### src/rtl/lsu_pkg.sv
// Shared definitions for the load/store sequencer: FSM encoding and the default bus-wait limit.
package lsu_pkg;

    typedef enum logic [1:0] {
        ST_IDLE = 2'd0,
        ST_REQ  = 2'd1,
        ST_WAIT = 2'd2,
        ST_DONE = 2'd3
    } lsu_state_t;

    localparam logic [1:0] LSU_ST_IDLE = 2'd0;
    localparam logic [1:0] LSU_ST_REQ  = 2'd1;
    localparam logic [1:0] LSU_ST_WAIT = 2'd2;
    localparam logic [1:0] LSU_ST_DONE = 2'd3;

    localparam int LSU_TIMEOUT_CYCLES_DEFAULT = 255;

endpackage

### src/rtl/lsu_watchdog.sv
// Bus-wait counter for lsu_ctrl; only instantiated when LSU_TIMEOUT_EN is defined.
module lsu_watchdog
    import lsu_pkg::*;
#(
    parameter int TIMEOUT_CYCLES = LSU_TIMEOUT_CYCLES_DEFAULT
) (
    input  logic clk,
    input  logic rst,
    input  logic clr,
    input  logic en,
    output logic expired
);

    localparam int CNT_W = $clog2(TIMEOUT_CYCLES + 1);
    localparam logic [CNT_W-1:0] CNT_LAST = CNT_W'(TIMEOUT_CYCLES - 1);
    localparam logic [CNT_W-1:0] CNT_MAX  = CNT_W'(TIMEOUT_CYCLES);

    logic [CNT_W-1:0] count_r;

    // Fires in the cycle whose edge makes the count reach TIMEOUT_CYCLES.
    assign expired = en & (count_r == CNT_LAST);

    // Wait-cycle counter, saturating at the limit.
    always_ff @(posedge clk or posedge rst) begin
        if (rst) begin
            count_r <= '0;
        end else if (clr) begin
            count_r <= '0;
        end else if (en && (count_r != CNT_MAX)) begin
            count_r <= count_r + CNT_W'(1);
        end else begin
            count_r <= count_r;
        end
    end

endmodule

### src/rtl/lsu_ctrl.sv
// Load/store sequencer: turns isLoad/isStore into a req/gnt/rvalid bus transaction and stalls the core meanwhile.
// Optional bus timeout enabled by defining LSU_TIMEOUT_EN.
module lsu_ctrl
    import lsu_pkg::*;
#(
    parameter int ADDR_W         = 32,
    parameter int DATA_W         = 32,
    parameter int TIMEOUT_CYCLES = LSU_TIMEOUT_CYCLES_DEFAULT
) (
    input  logic              clk,
    input  logic              reset,
    input  logic              isLoad,
    input  logic              isStore,
    input  logic [ADDR_W-1:0] addr,
    input  logic [DATA_W-1:0] memWdata,
    input  logic [3:0]        memWMask,
    output logic              stall,
    output logic [DATA_W-1:0] memRdata,
    output logic              lsu_err,
    output logic              bus_req,
    output logic              bus_we,
    output logic [ADDR_W-1:0] bus_addr,
    output logic [DATA_W-1:0] bus_wdata,
    output logic [3:0]        bus_wmask,
    input  logic              bus_gnt,
    input  logic              bus_rvalid,
    input  logic [DATA_W-1:0] bus_rdata
);

    logic [1:0] state_r;
    logic       mem_op_s;
    logic       is_store_s;
    logic       timeout_s;
    logic       unused_addr_s;

    assign mem_op_s      = isLoad | isStore;
    // Both strobes high is treated as a load.
    assign is_store_s    = isStore & ~isLoad;
    assign stall         = mem_op_s & (state_r != LSU_ST_DONE);
    assign unused_addr_s = ^addr[1:0];

`ifdef LSU_TIMEOUT_EN
    logic wd_clr_s;
    logic wd_en_s;

    assign wd_clr_s = (state_r == LSU_ST_IDLE) & mem_op_s;
    assign wd_en_s  = (state_r == LSU_ST_REQ) | (state_r == LSU_ST_WAIT);

    lsu_watchdog #(
        .TIMEOUT_CYCLES(TIMEOUT_CYCLES)
    ) u_watchdog (
        .clk     (clk),
        .rst     (reset),
        .clr     (wd_clr_s),
        .en      (wd_en_s),
        .expired (timeout_s)
    );
`else
    logic unused_cfg_s;

    assign timeout_s    = 1'b0;
    assign unused_cfg_s = (TIMEOUT_CYCLES > 0);
`endif

    // Transaction FSM with registered bus fields, load data and error pulse.
    always_ff @(posedge clk or posedge reset) begin
        if (reset) begin
            state_r   <= LSU_ST_IDLE;
            bus_req   <= 1'b0;
            bus_we    <= 1'b0;
            bus_addr  <= '0;
            bus_wdata <= '0;
            bus_wmask <= 4'b0000;
            memRdata  <= '0;
            lsu_err   <= 1'b0;
        end else begin
            case (state_r)
                LSU_ST_IDLE: begin
                    lsu_err <= 1'b0;
                    if (mem_op_s) begin
                        state_r   <= LSU_ST_REQ;
                        bus_req   <= 1'b1;
                        bus_we    <= is_store_s;
                        bus_addr  <= {addr[ADDR_W-1:2], 2'b00};
                        bus_wdata <= memWdata;
                        bus_wmask <= is_store_s ? memWMask : 4'b0000;
                    end else begin
                        state_r <= LSU_ST_IDLE;
                    end
                end
                LSU_ST_REQ: begin
                    if (timeout_s) begin
                        state_r <= LSU_ST_DONE;
                        bus_req <= 1'b0;
                        lsu_err <= 1'b1;
                        if (!bus_we) begin
                            memRdata <= '0;
                        end
                    end else if (bus_gnt) begin
                        bus_req <= 1'b0;
                        state_r <= bus_we ? LSU_ST_DONE : LSU_ST_WAIT;
                    end else begin
                        state_r <= LSU_ST_REQ;
                    end
                end
                LSU_ST_WAIT: begin
                    if (timeout_s) begin
                        state_r  <= LSU_ST_DONE;
                        lsu_err  <= 1'b1;
                        memRdata <= '0;
                    end else if (bus_rvalid) begin
                        state_r  <= LSU_ST_DONE;
                        memRdata <= bus_rdata;
                    end else begin
                        state_r <= LSU_ST_WAIT;
                    end
                end
                LSU_ST_DONE: begin
                    state_r <= LSU_ST_IDLE;
                    lsu_err <= 1'b0;
                end
                default: begin
                    state_r <= LSU_ST_IDLE;
                    bus_req <= 1'b0;
                    lsu_err <= 1'b0;
                end
            endcase
        end
    end

endmodule

### config.mk
export PLATFORM = sky130hd
export DESIGN_NAME = lsu_ctrl
export DESIGN_NICKNAME = d
export VERILOG_FILES = /design/src/rtl/lsu_pkg.sv /design/src/rtl/lsu_watchdog.sv /design/src/rtl/lsu_ctrl.sv
export SDC_FILE = /design/constraint.sdc
export NUM_CORES = 1
export LEC_CHECK = 0
export ABC_AREA = 1
export BUFFER_PORTS_ARGS = -buffer_cell sky130_fd_sc_hd__clkbuf_2
export CAP_MARGIN = 5
export CORE_ASPECT_RATIO = 0.75
export CORE_MARGIN = 2
export CORE_UTILIZATION = 25
export CTS_CLUSTER_SIZE = 30
export DETAILED_ROUTE_END_ITERATION = 8
export RECOVER_POWER = 25
export SYNTH_ARGS = -nofsm -noshare
export SYNTH_HDL_FRONTEND = slang
export SYNTH_SLANG_ARGS = --single-unit
### constraint.sdc
create_clock -name clk -period 5.5 [get_ports clk]
set_input_delay 0.275 -clock clk [delete_from_list [all_inputs] [get_ports clk]]
set_output_delay 0.275 -clock clk [all_outputs]
set_load 0.005 [all_outputs]
Word-level counts from Yosys, hierarchy flattened
Index checks and enable logic that the tools add are counted.
Widths: inputs -> output; s select.
{"block": "classes", "bitwise": 4, "reduce_logical": 7, "eq_ne": 6, "mux": 10}
{"operator": "$pmux 2 s4", "n": 1}
{"operator": "$mux 1", "n": 6}
{"operator": "$ne 2x2->1 const B", "n": 3}
{"operator": "$eq 2x2->1 const B", "n": 2}
{"operator": "$mux 4", "n": 1}
{"operator": "$reduce_and 2->1", "n": 2}
{"operator": "$reduce_or 2->1", "n": 2}
{"operator": "$reduce_and 3->1", "n": 1}
{"operator": "$and 1x1->1", "n": 2}
{"operator": "$eq 2x1->1 const B", "n": 1}
{"operator": "$logic_not 2->1", "n": 1}
{"operator": "$mux 2", "n": 1}
{"operator": "$pmux 1 s2", "n": 1}
{"operator": "$reduce_bool 2->1", "n": 1}
{"operator": "$not 1->1", "n": 1}
{"operator": "$or 1x1->1", "n": 1}
{"block": "word_totals", "regBits": 103, "word_cells": 35}

Longest topological paths before layout
{"block": "logic_depth", "word_depth": 3, "depth_mapped": 7}

Least setup slack after synthesis
OpenSTA, ideal clock, no wires.
{"block": "synth_path", "path_type": "reg2reg", "from": "register with a tool-made name", "to": "register bus_wdata[4]", "path_slack_ns": 4.313, "path_stages_with_launch": 8, "synth_period_minus_slack_ns": 1.187, "arrival_time_ns": 1.070, "required_time_ns": 5.383, "path_cell_list": "dfrtp_1 buf_2 nor2_4 nand2_2 buf_6 buf_6 nand2_1 nand2_1"}
{"element": "end signal: assignment", "line": "lsu_ctrl.sv:85", "source": "bus_wdata <= memWdata;"}
{"element": "end: declaration", "line": "lsu_ctrl.sv:23", "source": "output logic [DATA_W-1:0] bus_wdata,"}

==> impl_metrics.tcl <==
set metrics [dict create \
    synth_cell_types 17 \
    cp_max_fo 55 \
    max_freq_mhz 495.1 \
    max_stage_delay_ps 1250 \
    ant_nets 0 \
    maxCapViolations 1 \
    cts_tree "yes" \
    power_frac_clock_pct 20.8 \
    grt_start_max_net_pins 68 \
    end_kind "asynchronous set/reset pin" \
    holdPathEnd "bus_wdata[13]" \
    clkTransAtPathRegs_ps 70 \
    critical_path_required_ps 5900 \
    yosys-top-cells-count "203 x nand2_1, 102 x dfrtp_1, 69 x nand3_1, 32 x nand4_1, 13 x buf_2" \
    antenna_cells 0 \
    core-area_um2 16120 \
    relSlewSlack_pct -49.16 \
    switchingPower_mw 1.167 \
    fin_util_pct 34.43 \
    holdPathStages 3 \
    post_cts_buffers 0 \
    ios 210 \
    clk_latency_ps 340 \
    finalSetupViolCount 0 \
    die_h_um 115.4 \
    crit_family "buffers and inverters" \
    numClockSinks 102 \
    avgRoutedWirePerCell_um 13.47 \
    area_growth_syn_to_layout_pct 34.11 \
    cts_resized 0 \
    fillers 1739 \
    cts.path.max_buffers 2 \
    swShare_pct 37.73 \
    finClkSkew_ps 4.015 \
    h-tree-depth 3 \
    tightest_slew_ps 2225 \
    p_leak_nw 3.150 \
    r2r_end "bus_wdata[3]" \
    synthCells 457 \
    period_share_pct 36.72 \
    ctsHoldBuffers 0 \
    drt-initial-drc-count 199 \
    min_path_type "in2reg" \
    place_hpwl_um 7588 \
    cp-start-kind "input pin" \
    synth_area_per_cell_um2 9.054 \
    final_cells 858 \
    viasPerCell 4.354 \
    critPathKind "in2async" \
    grt_usage_pct 13.27 \
    synth_flop_cell "dfrtp_1" \
    synth_area_um2 4138 \
    num_vias 3736 \
    power_frac_seq_pct 41.9 \
    gp_congestion 0.7544 \
    synth.most_common_cell "nand2_1" \
    crit_buf_inv 3 \
    cts_root_buf "clkbuf_16" \
    regToRegSetupSlack_ps 3480 \
    violations "max-capacitance violations, max-slew violations" \
    rows 40 \
    drive_gt1_share_pct 33.02 \
    grt_overflow_total 0 \
    synthTopCellsByArea "dfrtp_1 62%, nand2_1 18%, nand3_1 8.3%, nand4_1 4.8%, buf_2 1.6%" \
    min_from "memWdata[13]" \
    fin_tns_setup_ps 0 \
    reg2reg_depth 6 \
    synthArstFlopShare_pct 100.0 \
    routed_wl_um 11550 \
    grt_pass1_wl_um 18730 \
    die-area_um2 17610 \
    combPwrFrac_pct 37.3 \
    drcViolationCount 0 \
    synth-seq-area-share_pct 61.69 \
    intPower_mw 1.926 \
    dr.pass1.iters 4 \
    worstPathArrival_ps 2420 \
    fin_crit_ps 2020 \
    synth_seq_cells 102 \
    cts_buffers 9 \
    status "finished, violations left" \
    placed_cells 842 \
    ys_warn_count 0 \
    irDropWorstVdd_mv 0.1790 \
    antenna_found_initial 0 \
    synth-edff-count 0 \
    critPathSlowestCell "clkinvlp_2" \
    finalNetCount 749 \
    finalMaxSlewViolations 49 \
    yosys.area.top_type "dfrtp_1" \
    hold_viol 0 \
    powerDensity_nw_per_um2 557.4 \
    io_buffers 204 \
    rsz0062_at_grt "no" \
    initial_core_util_pct 25.68 \
    synth_top_area_share_pct 61.69 \
    crit_chain "clkbuf_2 -> clkinvlp_2 -> buf_4" \
    grt_pass1_vias 3533 \
    die_w_um 152.6 \
]
## cells by family (layout without fill, tap and decap cells)
logic type,count (synthesis),after routing,share of synthesized area [%]
simple gates,309,309,32.36
flops,102,102,61.69
buf+inv,43,232,5.564
compound gates,2,2,0.3023
other cells,1,3,0.09063
## how the worst max path moves through the flow
stage	startpoint	to	slack [ps]	depth (start not counted)
after CTS	flop	bus_wdata[3]	3420	6
after global routing	reset	bus_wdata[24]	3020	3
final	reset	bus_wdata[24]	3480	3
after detailed placement	flop	bus_wdata[16]	3440	6
after global placement	flop	bus_wdata[0]	3510	6
after floorplan	reset	asynchronous set/reset pin	2550	1
## flip-flops by register name (all words and copies together) (netlist names), named ones only
signal,count
bus_addr,30
bus_req,1
bus_wdata,32
bus_we,1
bus_wmask,4
memRdata,32
state_r,1
## per-stage QoR
stage / total power [mW] / hold WS (ps) / setup WS [ps] / instance area, µm²
after floorplan: 1.976 / 419.6 / 2550 / 4145
after global placement: 2.481 / 400.5 / 3512 / 5269
after detailed placement: 2.505 / 393.2 / 3440 / 5269
after CTS: 3.169 / 14.43 / 3420 / 5570
after global routing: 3.379 / 140.8 / 3018 / 5549
final: 3.093 / 155.4 / 3480 / 5549
## per-layer routing
layer | wire (µm) | vias up | GRT usage (%)
li1 | - | 1845 | -
met1 | 5395 | 1742 | 18.68
met2 | 5075 | 136 | 19.25
met3 | 925 | 13 | 4.637
met4 | 155 | 0 | 4.198
met5 | 0 | - | 0
## cells in the final DEF, fill, tap and decap left out, drive strengths merged
| cell | n |
|---|---|
| nand2 | 205 |
| nand3 | 69 |
| inv | 5 |
| clkinvlp | 3 |
| conb | 3 |
| nor2 | 3 |
| dfrtp | 102 |
| o21ai | 1 |
| clkinv | 2 |
| buf | 7 |
| nand4 | 32 |
| o21a | 1 |
| bufinv | 1 |
| clkbuf | 214 |
## worst register-to-register path: cells and delay by family, from the launching register on
| family | cells | cell delay [ps] |
|---|---|---|
| buffers and inverters | 2 | 860 |
| and+or+nand+nor | 4 | 780 |
| DFF | 1 | 320 |
## power groups by stage
stage          Clock, mW  Sequential (mW)  Combinational [mW]
2_1_floorplan          0             1.33               0.645
5_1_grt            0.701             1.35                1.33
3_5_place_dp           0             1.30                1.20
3_3_place_gp           0             1.30                1.18
4_1_cts            0.673             1.30                1.20
6_report           0.644             1.30                1.15
## final cells by class
type	instances	area (µm²)	share of cell area, %
multi-input cells	314	1363	24.55
clock buffers	11	242.7	4.374
well taps	210	262.8	4.735
repair buffers	210	1046	18.85
flip-flops and latches	102	2552	46.00
clock inverters	5	58.81	1.060
inverters	6	23.77	0.4284
(Power assumes the default switching activity.)
